==> src/rtl/uart_block_framer.sv <==
// Purpose: gathers UART bytes into BLOCK_BYTES-wide blocks and serializes result blocks back out to a UART transmitter.
// Latency: a received block appears on BLK_OUT one cycle after its last byte; a transmit byte is issued one cycle after the transmitter goes idle.
// Backpressure: a completed block is dropped (OVERRUN) while BLK_OUT is still unaccepted; BLK_IN is accepted only in IDLE.
//
// Ports:
//   CLK, RST_N                          clock, asynchronous active-low reset
//   RX_DATA, RX_READY                   received byte and its one-cycle strobe
//   BLK_OUT, BLK_OUT_VALID/READY        assembled block to the consumer (valid/ready)
//   BLK_IN, BLK_IN_VALID/READY          result block from the producer (valid/ready)
//   TX_DATA, TX_START, TX_BUSY          byte interface to the UART transmitter
//   OVERRUN                             sticky: a completed block was dropped
//   TIMEOUT_ERR                         one-cycle pulse: a partial block was discarded
module uart_block_framer #(
  parameter int          BLOCK_BYTES  = 8,
  parameter logic [23:0] IDLE_TIMEOUT = 24'd1000000,
  parameter bit          MSB_FIRST    = 1'b1
) (
  input  logic                     CLK,
  input  logic                     RST_N,
  input  logic [7:0]               RX_DATA,
  input  logic                     RX_READY,
  output logic [8*BLOCK_BYTES-1:0] BLK_OUT,
  output logic                     BLK_OUT_VALID,
  input  logic                     BLK_OUT_READY,
  input  logic [8*BLOCK_BYTES-1:0] BLK_IN,
  input  logic                     BLK_IN_VALID,
  output logic                     BLK_IN_READY,
  output logic [7:0]               TX_DATA,
  output logic                     TX_START,
  input  logic                     TX_BUSY,
  output logic                     OVERRUN,
  output logic                     TIMEOUT_ERR
);

  localparam int          CW      = $clog2(BLOCK_BYTES);
  localparam int          BW      = 8 * BLOCK_BYTES;
  localparam logic [CW-1:0] LAST  = CW'(BLOCK_BYTES - 1);
  localparam logic [23:0] TO_LAST = IDLE_TIMEOUT - 24'd1;

  // Maps a byte sequence number to its byte lane in the block.
  function automatic logic [CW-1:0] lane(input logic [CW-1:0] idx);
    return MSB_FIRST ? (LAST - idx) : idx;
  endfunction

  // ------------------------------------------------------------------
  // Receive path
  // ------------------------------------------------------------------
  logic [CW-1:0] rx_cnt;
  logic [23:0]   idle_timer;
  logic [BW-1:0] shadow;
  logic [BW-1:0] asm_next;

  // Shadow contents with the current byte merged in, so the final byte
  // can go straight to BLK_OUT on the edge it arrives.
  always_comb begin
    asm_next = shadow;
    asm_next[int'(lane(rx_cnt))*8 +: 8] = RX_DATA;
  end

  always_ff @(posedge CLK or negedge RST_N) begin
    if (!RST_N) begin
      rx_cnt        <= '0;
      idle_timer    <= '0;
      shadow        <= '0;
      BLK_OUT       <= '0;
      BLK_OUT_VALID <= 1'b0;
      OVERRUN       <= 1'b0;
      TIMEOUT_ERR   <= 1'b0;
    end else begin
      TIMEOUT_ERR <= 1'b0;

      if (BLK_OUT_VALID && BLK_OUT_READY)
        BLK_OUT_VALID <= 1'b0;

      // A byte always wins over an expiring timer in the same cycle.
      if (RX_READY) begin
        idle_timer <= '0;
        shadow     <= asm_next;
        if (rx_cnt == LAST) begin
          rx_cnt <= '0;
          // Output register is free, or is being emptied this very cycle.
          if (!BLK_OUT_VALID || BLK_OUT_READY) begin
            BLK_OUT       <= asm_next;
            BLK_OUT_VALID <= 1'b1;
          end else begin
            OVERRUN <= 1'b1;
          end
        end else begin
          rx_cnt <= rx_cnt + 1'b1;
        end
      end else if (rx_cnt != '0) begin
        if (idle_timer == TO_LAST) begin
          rx_cnt      <= '0;
          idle_timer  <= '0;
          TIMEOUT_ERR <= 1'b1;
        end else begin
          idle_timer <= idle_timer + 24'd1;
        end
      end else begin
        idle_timer <= '0;
      end
    end
  end

  // ------------------------------------------------------------------
  // Transmit path
  // ------------------------------------------------------------------
  typedef enum logic [1:0] {IDLE, SEND, ARM, DRAIN} tx_state_t;

  tx_state_t     tx_state;
  logic [BW-1:0] tx_buf;
  logic [CW-1:0] tx_idx;

  always_ff @(posedge CLK or negedge RST_N) begin
    if (!RST_N) begin
      tx_state     <= IDLE;
      tx_buf       <= '0;
      tx_idx       <= '0;
      BLK_IN_READY <= 1'b0;
      TX_START     <= 1'b0;
      TX_DATA      <= '0;
    end else begin
      TX_START <= 1'b0;
      case (tx_state)
        IDLE: begin
          // READY is a register, so it comes up one edge after reset release.
          if (BLK_IN_READY && BLK_IN_VALID) begin
            tx_buf       <= BLK_IN;
            tx_idx       <= '0;
            BLK_IN_READY <= 1'b0;
            tx_state     <= SEND;
          end else begin
            BLK_IN_READY <= 1'b1;
          end
        end
        SEND: begin
          if (!TX_BUSY) begin
            TX_DATA  <= tx_buf[int'(lane(tx_idx))*8 +: 8];
            TX_START <= 1'b1;
            tx_state <= ARM;
          end
        end
        ARM: begin
          // Wait for the transmitter to acknowledge the start by going busy.
          if (TX_BUSY)
            tx_state <= DRAIN;
        end
        DRAIN: begin
          if (!TX_BUSY) begin
            if (tx_idx == LAST) begin
              BLK_IN_READY <= 1'b1;
              tx_state     <= IDLE;
            end else begin
              tx_idx   <= tx_idx + 1'b1;
              tx_state <= SEND;
            end
          end
        end
        default: tx_state <= IDLE;
      endcase
    end
  end

endmodule

==> config.mk <==
export PLATFORM = sky130hd
export DESIGN_NAME = uart_block_framer
export DESIGN_NICKNAME = d
export VERILOG_FILES = /design/src/rtl/uart_block_framer.sv
export SDC_FILE = /design/constraint.sdc
export NUM_CORES = 1
export LEC_CHECK = 0
export ABC_AREA = 1
export CORE_ASPECT_RATIO = 1.4
export CORE_MARGIN = 3
export CORE_UTILIZATION = 35
export CTS_CLUSTER_SIZE = 8
export DETAILED_ROUTE_END_ITERATION = 8
export PLACE_DENSITY_LB_ADDON = 0.15
export SYNTH_ARGS = -nofsm -noshare
export SYNTH_HDL_FRONTEND = slang
export SYNTH_SLANG_ARGS = --single-unit
export TNS_END_PERCENT = 20
==> constraint.sdc <==
create_clock -name CLK -period 2 [get_ports CLK]
set_input_delay 0.4 -clock CLK [delete_from_list [all_inputs] [get_ports CLK]]
set_output_delay 0.4 -clock CLK [all_outputs]
set_load 0.02 [all_outputs]
==> impl_results.md <==
- Final hold viol count: 0
- Clk_lat worst skew: 0.52 ns
- Area Overhead vs Synth: 30.39%
- Relative slew slack: ~66%
- Total CTS buffers: 35
- RePlAce Congestion: 0.8638
- Adder-Cell Fraction of Synth Area: under 10%
- Routed met2 length: 14810 µm
- Yosys cell types: 24
- Hpwl dp: roughly 21000 µm
- Final hold slack: 0.4311 ns
- First-pass DRT Iterations: 5
- CTS tree: built
- Deepest clock path buffer count: 3
- Remaining antenna violation count: 0
- DP Worst Slack: -0.04014 ns
- Synth Area in Compound Gates: 10.21%
- Worst path max stage delay: 0.65 ns
- Die X: between 150 and 200 µm
- RSZ-0062 raised after global routing: true
- M1 wire length: about 13000 µm
- Avg Inst Size Synth: between 7 and 8 µm²
- Most common cell in the netlist: nand2_1
- Setup crit end kind: output port
- Crit path DAT: 1.58 ns
- Buf+Inv Stages, Crit Path: 1
- Post-layout minimum cycle time: between 1.5 and 2 ns
- # rows: 75
- DR vias: 9357
- Crit-path cells: clkdlybuf4s50_1
- Overflow after GRT: 0
- Sum of negative setup slack: 0 ns
- Max VDD drop: approximately 0.00068 V
- Clock sink count: 237
- DR top layer: met4
- CP startpoint kind: register
- Setup ws final: 0.02327 ns
- Critical Path RT: 1.60 ns
- Cell taking the most area after synthesis: dfrtp_1
- CTS HTree Levels: 2
- Top Family by Delay on Critical Path: buffers and inverters
- WL met3: 1609 µm
- Largest family of logic cells by synthesized area: simple AND/OR/NAND/NOR gates
- Die area: roughly 33000 µm²
- Status: completed
- Clock-pin transition on the worst setup and hold timing paths: 0.05 ns
- Total GRT Usage: 18.23%
- Fin crit share: 98.84%
- First-pass GRT wire length: 49360 µm
- Setup Buffers After CTS: 0
- Mux contribution to synthesized area: 0%
- Register bit total from synthesis: 237
- R2r setup slk: 0.10 ns
- Core area: between 30000 and 40000 µm²
- Synthesized area: 10860 µm²
- Pin count of the biggest net entering global routing: 89
- Sequential share of the synthesized area: about 55%
- Final Util: 46.72%
- Max FO, Critical Path: 2
- Slowest-stage cell, CP: clkdlybuf4s50_1
- Initial antenna violation count: 0
- Synth warn: 0
- Vias per cell: 4.884
- IO buf count: around 150
- DR WL/cell: around 16 µm
- Post-Synthesis Cells: 1359
- Antenna diodes: 0
- Vias in the first global route: 9381
- Root buffer cell: clkbuf_16
- Number of enable flip-flop cells after synthesis: 0
- Top_reg_cell synth: dfrtp_1
- Layout Skew: about 0.027 ns
- # fillers: 3028
- 1st-iter DRT viols: 518
- Simple-gate share of the synthesized area: 27.10%
- Final nets: 1618
- DRC Markers: 0
- Slew Viols, Final: 0
- I/O Pins: ~160
- Synth top area cells: dfrtp_1 55%, nand2_1 16%, o21ai_0 6.6%
- Worst Tran Pin Value: 0.5086 ns
- Placed cell area: 13140 µm²
- Pwr/cell area: between 1000 and 1500 nW/µm²
- Synth async-reset ratio: 100.0%
- Top-area cell type share of the netlist area: between 50% and 60%
- Xor/xnor share of the synthesized area: 0.5645%
- Pleak: 6.621 nW
- Finished Cell Area: 14160 µm²
- Hold Crit Class: primary input to async pin
- Max-Cap Viols: 0
- Syn Nets: 1448
- Setup-failing EPs final: 0
- Fmax: 0.5059 GHz
- Die Height: 214.4 µm
- Initial Utilization: 35.83%
- Post-synth top cells: 465 x nand2_1, 237 x dfrtp_1, 144 x o21ai_0, 108 x nor2_1, 104 x inv_1
- Drt total wl: approximately 30000 µm
- Crit Path Category: register to output port
- Layout cell share with drive strength beyond 1: 6.728%
-- stage by stage --
step           cells  power [W]
2_1_floorplan   1359    0.01160
3_3_place_gp    1875    0.01456
3_5_place_dp    1875    0.01473
4_1_cts         1915    0.02009
5_1_grt         1916    0.02145
6_report        1916    0.01991
-- routing by layer --
layer	global-route usage, %	vias up
met5	0	-
met4	4.948	0
met3	3.897	46
met2	30.65	215
met1	23.79	4384
li1	-	4712
-- final cells by class --
type | count | area, µm² | area share, %
Clock inverter | 3 | 30.03 | 0.2121
Tap cell | 385 | 481.7 | 3.402
Inverter | 106 | 397.9 | 2.810
Clock buffer | 36 | 900.9 | 6.362
Timing Repair Buffer | 200 | 2090 | 14.76
Multi-Input combinational cell | 949 | 4329 | 30.57
Sequential cell | 237 | 5932 | 41.89
-- worst paths after layout --
check                      cells after the start   startpoint             end
max reg2reg                                    8    rx_cnt[0]       shadow[3]
min                                            2        RST_N  idle_timer[23]
max                                            1  BLK_OUT[11]     BLK_OUT[11]
max in group asynchronous                      3        RST_N     BLK_OUT[15]
min reg2reg                                    2   tx_buf[60]      tx_buf[60]
min in group CLK                               3   BLK_IN[62]      tx_buf[62]
-- timing repair --
| item | in CTS | in global routing |
|---|---|---|
| cloned | 0 | 1 |
| endpoints found under the hold margin | 52 | 0 |
| hold buffers | 1 | 0 |
| resized for setup | 4 | 20 |
| pin swaps | 0 | 0 |
| setup endpoints to repair | 50 | 61 |
-- kinds of logic after synthesis --
group                    after synthesis
AND/OR/NAND/NOR                      719
flip-flops                           237
AO/OA/AOI/OAI                        212
buffers and inverters                173
adder cells (fa/ha/maj)               11
XOR/XNOR                               7
-- flip-flops by register name, indices dropped and copies added (netlist names), 2 cells and up --
register,cells
BLK_OUT,64
tx_state,2
tx_buf,64
tx_idx,3
TX_DATA,8
idle_timer,24
rx_cnt,3
shadow,64
-- cells in the final DEF, fill, tap and decap left out, types with 2 or more instances in the layout --
cell,instances
nor2_4,3
nand3_1,99
inv_1,104
nor2_1,105
clkbuf_16,36
buf_12,15
xnor2_1,4
o21ai_0,138
a21oi_2,2
buf_4,28
buf_6,2
clkdlybuf4s50_1,153
nor3b_1,2
xor2_1,3
o211ai_1,16
inv_2,2
nand2_1,464
ha_2,2
nor3_1,12
ha_1,9
a21oi_1,48
nand4_1,27
dfrtp_1,236
nand3_4,3
o21ai_1,5
-- where the power goes --
part | switching (W) | internal [W]
Combinational | 0.00439 | 0.00292
Sequential | 0.000903 | 0.00651
Clock | 0.00202 | 0.00316
Total | 0.00732 | 0.0126
Note: power is estimated with default switching activity, not from simulation.
